## config.mk

```make
export PLATFORM = sky130hd
export DESIGN_NAME = dmem_arbiter
export DESIGN_NICKNAME = d
export VERILOG_FILES = /design/src/rtl/dmem_arbiter.sv
export SDC_FILE = /design/constraint.sdc
export NUM_CORES = 1
export LEC_CHECK = 0
export BUFFER_PORTS_ARGS = -buffer_cell sky130_fd_sc_hd__buf_2
export CORE_AREA = 5 5 89 91
export CTS_CLUSTER_DIAMETER = 120
export DETAILED_ROUTE_END_ITERATION = 10
export DIE_AREA = 0 0 94 96
export PLACE_DENSITY = 0.61
export REMOVE_ABC_BUFFERS = 1
export SYNTH_ARGS = -nofsm -noshare
export SYNTH_HDL_FRONTEND = slang
export SYNTH_SLANG_ARGS = --single-unit
```

## constraint.sdc

```tcl
create_clock -name clock -period 1.9 [get_ports clock]
set_clock_uncertainty 0.2 [all_clocks]
set_input_delay 0.19 -clock clock [delete_from_list [all_inputs] [get_ports clock]]
set_output_delay 0.19 -clock clock [all_outputs]
set_load 0.05 [all_outputs]
```

## src/rtl/dmem_arbiter.sv

```systemverilog
// Data RAM arbiter: CPU priority with a bounded win streak so the accelerator
// cannot starve. Optional statistics counters under DMEM_ARB_STATS_EN.
module dmem_arbiter #(
  parameter int ADDR_W         = 12,
  parameter int DATA_W         = 32,
  parameter int MAX_CPU_STREAK = 4
) (
  input  logic              clock,
  input  logic              reset,
  input  logic              cpu_req,
  input  logic              cpu_wren,
  input  logic [ADDR_W-1:0] cpu_addr,
  input  logic [DATA_W-1:0] cpu_data,
  output logic              cpu_stall,
  output logic [DATA_W-1:0] cpu_q,
  output logic              cpu_rvalid,
  input  logic              acc_req,
  input  logic              acc_wren,
  input  logic [ADDR_W-1:0] acc_addr,
  input  logic [DATA_W-1:0] acc_data,
  output logic              acc_gnt,
  output logic [DATA_W-1:0] acc_q,
  output logic              acc_rvalid,
`ifdef DMEM_ARB_STATS_EN
  output logic [15:0]       conflict_count,
  output logic [15:0]       forced_count,
`endif
  output logic              mem_wren,
  output logic [ADDR_W-1:0] mem_addr,
  output logic [DATA_W-1:0] mem_data,
  input  logic [DATA_W-1:0] mem_q
);

  localparam logic [1:0] OWN_NONE = 2'd0;
  localparam logic [1:0] OWN_CPU  = 2'd1;
  localparam logic [1:0] OWN_ACC  = 2'd2;

  localparam logic [3:0] STREAK_MAX = 4'(MAX_CPU_STREAK);

  logic [3:0] streak_q;
  logic [3:0] streak_d;
  logic [1:0] rd_owner_q;
  logic [1:0] rd_owner_d;

  logic both_req;
  logic streak_full;
  logic cpu_granted;
  logic acc_granted;

  // Grant decision: CPU wins unless it has used up its contended streak
  always_comb begin
    both_req    = cpu_req & acc_req;
    streak_full = (streak_q == STREAK_MAX);
    cpu_granted = cpu_req & ~(acc_req & streak_full);
    acc_granted = acc_req & ~cpu_granted;
  end

  assign cpu_stall = cpu_req & ~cpu_granted;
  assign acc_gnt   = acc_req & acc_granted;

  // RAM port mux; idle port is driven to all zeros
  always_comb begin
    mem_wren = 1'b0;
    mem_addr = '0;
    mem_data = '0;
    if (cpu_granted) begin
      mem_wren = cpu_wren;
      mem_addr = cpu_addr;
      mem_data = cpu_data;
    end else if (acc_granted) begin
      mem_wren = acc_wren;
      mem_addr = acc_addr;
      mem_data = acc_data;
    end
  end

  // Next streak and read-return owner
  always_comb begin
    streak_d = streak_q;
    if (both_req & cpu_granted) begin
      streak_d = streak_q + 4'd1;
    end else if (acc_granted | ~acc_req) begin
      streak_d = 4'd0;
    end
    rd_owner_d = OWN_NONE;
    if (cpu_granted & ~cpu_wren) begin
      rd_owner_d = OWN_CPU;
    end else if (acc_granted & ~acc_wren) begin
      rd_owner_d = OWN_ACC;
    end
  end

  // Streak counter and read owner tag
  always_ff @(posedge clock or posedge reset) begin
    if (reset) begin
      streak_q   <= 4'd0;
      rd_owner_q <= OWN_NONE;
    end else begin
      streak_q   <= streak_d;
      rd_owner_q <= rd_owner_d;
    end
  end

  assign cpu_q      = mem_q;
  assign acc_q      = mem_q;
  assign cpu_rvalid = (rd_owner_q == OWN_CPU);
  assign acc_rvalid = (rd_owner_q == OWN_ACC);

`ifdef DMEM_ARB_STATS_EN
  logic [15:0] conflict_q;
  logic [15:0] conflict_d;
  logic [15:0] forced_q;
  logic [15:0] forced_d;

  // Saturating event counters
  always_comb begin
    conflict_d = conflict_q;
    forced_d   = forced_q;
    if (both_req && conflict_q != 16'hFFFF) begin
      conflict_d = conflict_q + 16'd1;
    end
    if (both_req && streak_full && forced_q != 16'hFFFF) begin
      forced_d = forced_q + 16'd1;
    end
  end

  // Statistics registers
  always_ff @(posedge clock or posedge reset) begin
    if (reset) begin
      conflict_q <= 16'd0;
      forced_q   <= 16'd0;
    end else begin
      conflict_q <= conflict_d;
      forced_q   <= forced_d;
    end
  end

  assign conflict_count = conflict_q;
  assign forced_count   = forced_q;
`endif

endmodule

```

## Word-level counts from Yosys, hierarchy flattened

Index checks and enable logic that the tools add are counted.

- Bits in registers: 6
- Latch bits: 0
- RAM bits: 0
- Bits in read-only memories: 0
- Bits of input ports: 126
- Output and inout port bits: 113
- Memories kept: 0

- Add/subtract/negate cells: 1
- Multiply operators: 0
- Div/mod/pow operators: 0
- Magnitude comparators: 0
- Eq/ne operators: 3
- Shift-type cells: 0
- Muxes and demuxes: 10
- Bitwise gates (word level): 15
- Reductions and logical operators: 1

Operators by type and width:

| operator | count |
|---|---|
| 2-to-1 mux 32 bit | 2 |
| 2-to-1 mux 12 bit | 2 |
| bitwise AND 1 bit | 9 |
| 2-to-1 mux 4 bit | 2 |
| inverter 1 bit | 5 |
| adder 4 x 1 -> 4 bit (second input constant) | 1 |
| equality test 4 x 3 -> 1 bit (second input constant) | 1 |
| 2-to-1 mux 2 bit | 2 |
| equality test 2 x 1 -> 1 bit (second input constant) | 1 |
| equality test 2 bit (second input constant) | 1 |
| 2-to-1 mux 1 bit | 2 |
| nonzero test 2 bit | 1 |
| OR 1 bit | 1 |

## Depth between registers and ports, before layout

- Depth in word-level cells: 9
- Mapped depth: 7
- Mapped depth without buffers: 5

## Worst setup path after synthesis

No wires, ideal clock.

- Kind: flip-flop to output port
- Start: register streak_q[0]
- End: output mem_addr[8]
- Data arrival time: 2.173 ns
- Required time: 1.510 ns
- Slack: -0.663 ns
- Cell stages (with the launch flop): 7
- Cell sequence: dfrtp_1 -> inv_1 -> ha_1 -> nand4b_2 -> and2_1 -> clkbuf_1 -> o21ai_0

- Word-level cells in the longest chain between the ends: 8

RTL lines:

| item | line | source |
|---|---|---|
| from (decl) | 40 | `logic [3:0] streak_q;` |
| from (signal assigned) | 99 | `streak_q <= streak_d;` |
| equality test 4 x 3 -> 1 bit (*) | 53 | `streak_full = (streak_q == STREAK_MAX);` |
| bitwise AND 1 bit (*) | 54 | `cpu_granted = cpu_req & ~(acc_req & streak_full);` |
| inverter 1 bit (*) | 54 |  |
| bitwise AND 1 bit (*) | 54 |  |
| inverter 1 bit | 55 | `acc_granted = acc_req & ~cpu_granted;` |
| bitwise AND 1 bit | 55 |  |
| 2-to-1 mux 12 bit | 70 | `end else if (acc_granted) begin` |
| 2-to-1 mux 12 bit (*) | 66 | `if (cpu_granted) begin` |
| to (decl) | 29 | `output logic [ADDR_W-1:0] mem_addr,` |

Every way passes the cells marked *; elsewhere a longest branch is shown, timed or not.

## Worst setup path after layout

- Start: register streak_q[0]
- End: output mem_data[2]

- Word-level cells in the longest chain between the ends: 8

RTL lines:

| item | line | source |
|---|---|---|
| equality test 4 x 3 -> 1 bit (*) | 53 |  |
| bitwise AND 1 bit (*) | 54 |  |
| inverter 1 bit (*) | 54 |  |
| bitwise AND 1 bit (*) | 54 |  |
| inverter 1 bit | 55 |  |
| bitwise AND 1 bit | 55 |  |
| 2-to-1 mux 32 bit | 70 |  |
| 2-to-1 mux 32 bit (*) | 66 |  |
| to (decl) | 30 | `output logic [DATA_W-1:0] mem_data,` |

Marked as above.

==> impl_metrics.tcl <==
set metrics [dict create \
    run_status "complete, but fails checks" \
    violations "setup timing" \
    synth_cells 249 \
    flip_flop_and_latch_count_after_synthesis 6 \
    grt_pass1_vias 1913 \
    worst_slack_ps -185 \
    top_cell_type_by_total_area_after_synthesis "buf_4" \
    pre_cts_setup_slack_ps -71.2 \
    synth_top_area_share_pct 31.7 \
    largest_net_degree_at_the_start_of_global_routing 36 \
    timing.hold.worst.class "in2out" \
    crit_chain "inv_1, ha_2, nand4b_4, and2_4, buf_12, o21ai_1, buf_6" \
    worstPathArrival_ps 1690 \
    hold_viol_final 0 \
    coreArea_sq_um 7060 \
    pre_repair_dr_iteration_count 4 \
    grt_first_pass_wirelength_microns 12500 \
    rr_startpoint "streak_q[0]" \
    setup.worst_path.start "streak_q[0]" \
    synth_area_in_simple_gates_pct 32.0 \
    cp_capture_point "mem_data[2]" \
    initial_standard_cell_utilization_of_the_core_pct 21.5 \
    clock-root-buffer "clkbuf_8" \
    cp_top_family "buffers and inverters" \
    die_height_microns 96 \
    yosys.area_share.xor_xnor_pct 1.16 \
    syn_to_final_growth_pct 62.7 \
    final_net_count 456 \
    post-route-drc-count 0 \
    cts_tree "built" \
    power_density_nw_per_um2 457 \
    clkSlewWorstSetupHoldPaths_ps 40 \
    hpwl_microns 8100 \
    synthDistinctLibCells 20 \
    maxSlewHeadroom_pct 80.8 \
    crit_type "reg2out" \
    timing.critical_path.buf_inv 3 \
    combined_area_of_all_synthesized_cells_sq_um 1520 \
    track_usage_pct 19.4 \
    main_combinational_cell_family_by_area_after_synthesis "buffers and inverters" \
    number_of_flops_mapped_to_enable_cells_by_yosys 0 \
    maxClockFrequency_mhz 480 \
    timing.reg2reg.setup_slack_ps 210 \
    adder_and_majority_gate_portion_of_the_synthesized_area_pct 1.65 \
    cts_num_sinks 6 \
    crit_path_start_kind "flip-flop" \
    setup-violations-final 46 \
    detailroute.via_count 2024 \
    hold-worst-slack_ps 180 \
    worst_case_vdd_ir_drop_v 0.000192 \
    diodes 0 \
    detail-route-antenna-nets 0 \
    layout-drive-gt1-share_pct 60.7 \
    slew_viol_final 0 \
    synth_area_per_cell_sq_um 6.09 \
    tritoncts.num_buffers 3 \
    timing.critical_path.slowest_cell_delay_ps 370 \
    timing.critical_path.depth 7 \
    synthesis.yosys.warnings 0 \
    clock_insertion_delay_worst_skew_ps 220 \
    route.detailed.wl_per_inst_microns 23.6 \
    rsz0062_at_grt "true" \
    cts-root-to-sink-buffers 2 \
    max_slew.worst_pin.slew_ps 289 \
    floorplan.die.width_microns 94 \
    timing.final.crit_period_ps 2080 \
    io_pins 239 \
    critPathCaptureType "output pin" \
    synth-compound-area-share_pct 14.9 \
    gr-total-overflow 0 \
    critical_path.reg2reg.endpoint "rd_owner_q[1]" \
    yosys-top-cells-count "64 x buf_4, 47 x nand3_1, 46 x nand2_1" \
    detail_route.vias_per_cell 4.76 \
    rows 31 \
    seq_area_frac_synth_pct 9.90 \
    ys_async_sr_fraction_pct 100 \
    synth.area.mux_share_pct 0 \
    synth_flop_cell "dfrtp_1" \
    critical_path_required_ps 1510 \
    gp_routability_congestion 0.859 \
    grt_antenna_before_repair 0 \
    die_area_sq_um 9020 \
    post-synth-top-count-cell "buf_4" \
    cell_depth_of_the_worst_hold_path 0 \
    cpMaxStageDelayCell "dfrtp_1" \
    numPortBuffers 142 \
    synth.area.top_cells "buf_4 32%, nand3_1 16%, nand2_1 11%, dfrtp_1 9.9%, o21ai_1 9.6%" \
    drv_cap 0 \
    finalWirelength_microns 10000 \
    leakage_power_nw 1.27 \
    min_period_over_period_pct 110 \
    ctsHtreeMaxLevel 1 \
    drt_iter0_markers 110 \
    timing.reg2reg.worst_path_depth 7 \
    timing.critical_path.fanout_max 18 \
]
## per-layer routing
metal | wire length (microns) | up-vias | track usage, %
met2 | 4590 | 169 | 30.2
met4 | 364 | 2 | 6.62
met1 | 3180 | 918 | 18.3
li1 | - | 919 | -
met5 | 57 | - | 7.14
met3 | 1840 | 16 | 17.0
## worst min-delay path by stage
| stage | startpoint | end |
|---|---|---|
| after floorplan | reset | rd_owner_q[0] |
| after global placement | reset | streak_q[0] |
| after detailed placement | reset | streak_q[1] |
| after CTS | mem_q[6] | cpu_q[6] |
| after global routing | mem_q[1] | cpu_q[1] |
| final | mem_q[1] | cpu_q[1] |
## layout by cell type (no fill, tap or decap), types with 3 or more instances in the layout
cell type      netlist  layout
nand3_1             47      47
o21ai_2              0      28
clkbuf_8             0       3
inv_1                4       4
buf_6                4      44
o21ai_4              0       7
dlygate4sd3_1        0       3
o21ai_1             29      10
buf_4               64      12
nand2_1             46      46
nor2_1               5       5
buf_2                7      95
dfrtp_1              6       6
## through the flow
| stage | total power [mW] | util [%] | TNS, ps | std cells | instance area, sq um |
|---|---|---|---|---|---|
| after floorplan | 0.509 | - | -71080 | 164 | 918 |
| after global placement | 0.748 | 26.6 | -103 | 418 | 1880 |
| after detailed placement | 0.753 | 26.6 | -552 | 418 | 1880 |
| after CTS | 1.05 | 31.5 | -6080 | 424 | 2220 |
| after global routing | 1.18 | 35.0 | -11320 | 425 | 2470 |
| final | 1.13 | 35.0 | -7040 | 425 | 2470 |
## power by group
group | switching [mW] | internal [mW]
combinational | 0.493 | 0.305
clock | 0.0576 | 0.136
sequential | 0.00189 | 0.132
## state kept, by name, summed over array words and instances, names as in the netlist
signal,cells
rd_owner_q,2
streak_q,4
## area by class of cell
type,count,area (sq um)
fillers,761,4590
multi-input cells,154,951
inverters,4,15.0
repair buffers,159,1190
flip-flops and latches,6,150
well taps,99,124
clock buffers,3,41.3
## kinds of logic (layout without fill, tap and decap cells)
family                     count (synthesis)  count (layout)
AOI/OAI and AO/OA                         45              45
xor gates and xnor gates                   2               2
adders and majority gates                  2               2
buffers and inverters                     89             166
DFF                                        6               6
and+or+nand+nor                          105             105
## timing repair
| item | in CTS | in global routing |
|---|---|---|
| gates cloned | 0 | 1 |
| setup endpoints to repair | 47 | 47 |
| pin swaps | 5 | 0 |
| gates resized for setup | 102 | 53 |
| endpoints found under the hold margin | 8 | 0 |
| buffers inserted | 0 | 1 |
| hold buffers | 3 | 0 |
## worst reg2reg max path: stages (launching register included)
cell and delay [ps]:
dfrtp_1 370, inv_1 60, ha_2 190, nand4b_4 110
and2_4 190, clkbuf_16 210, buf_4 150, nor3b_2 130
Note: power is estimated with default switching activity, not from simulation.
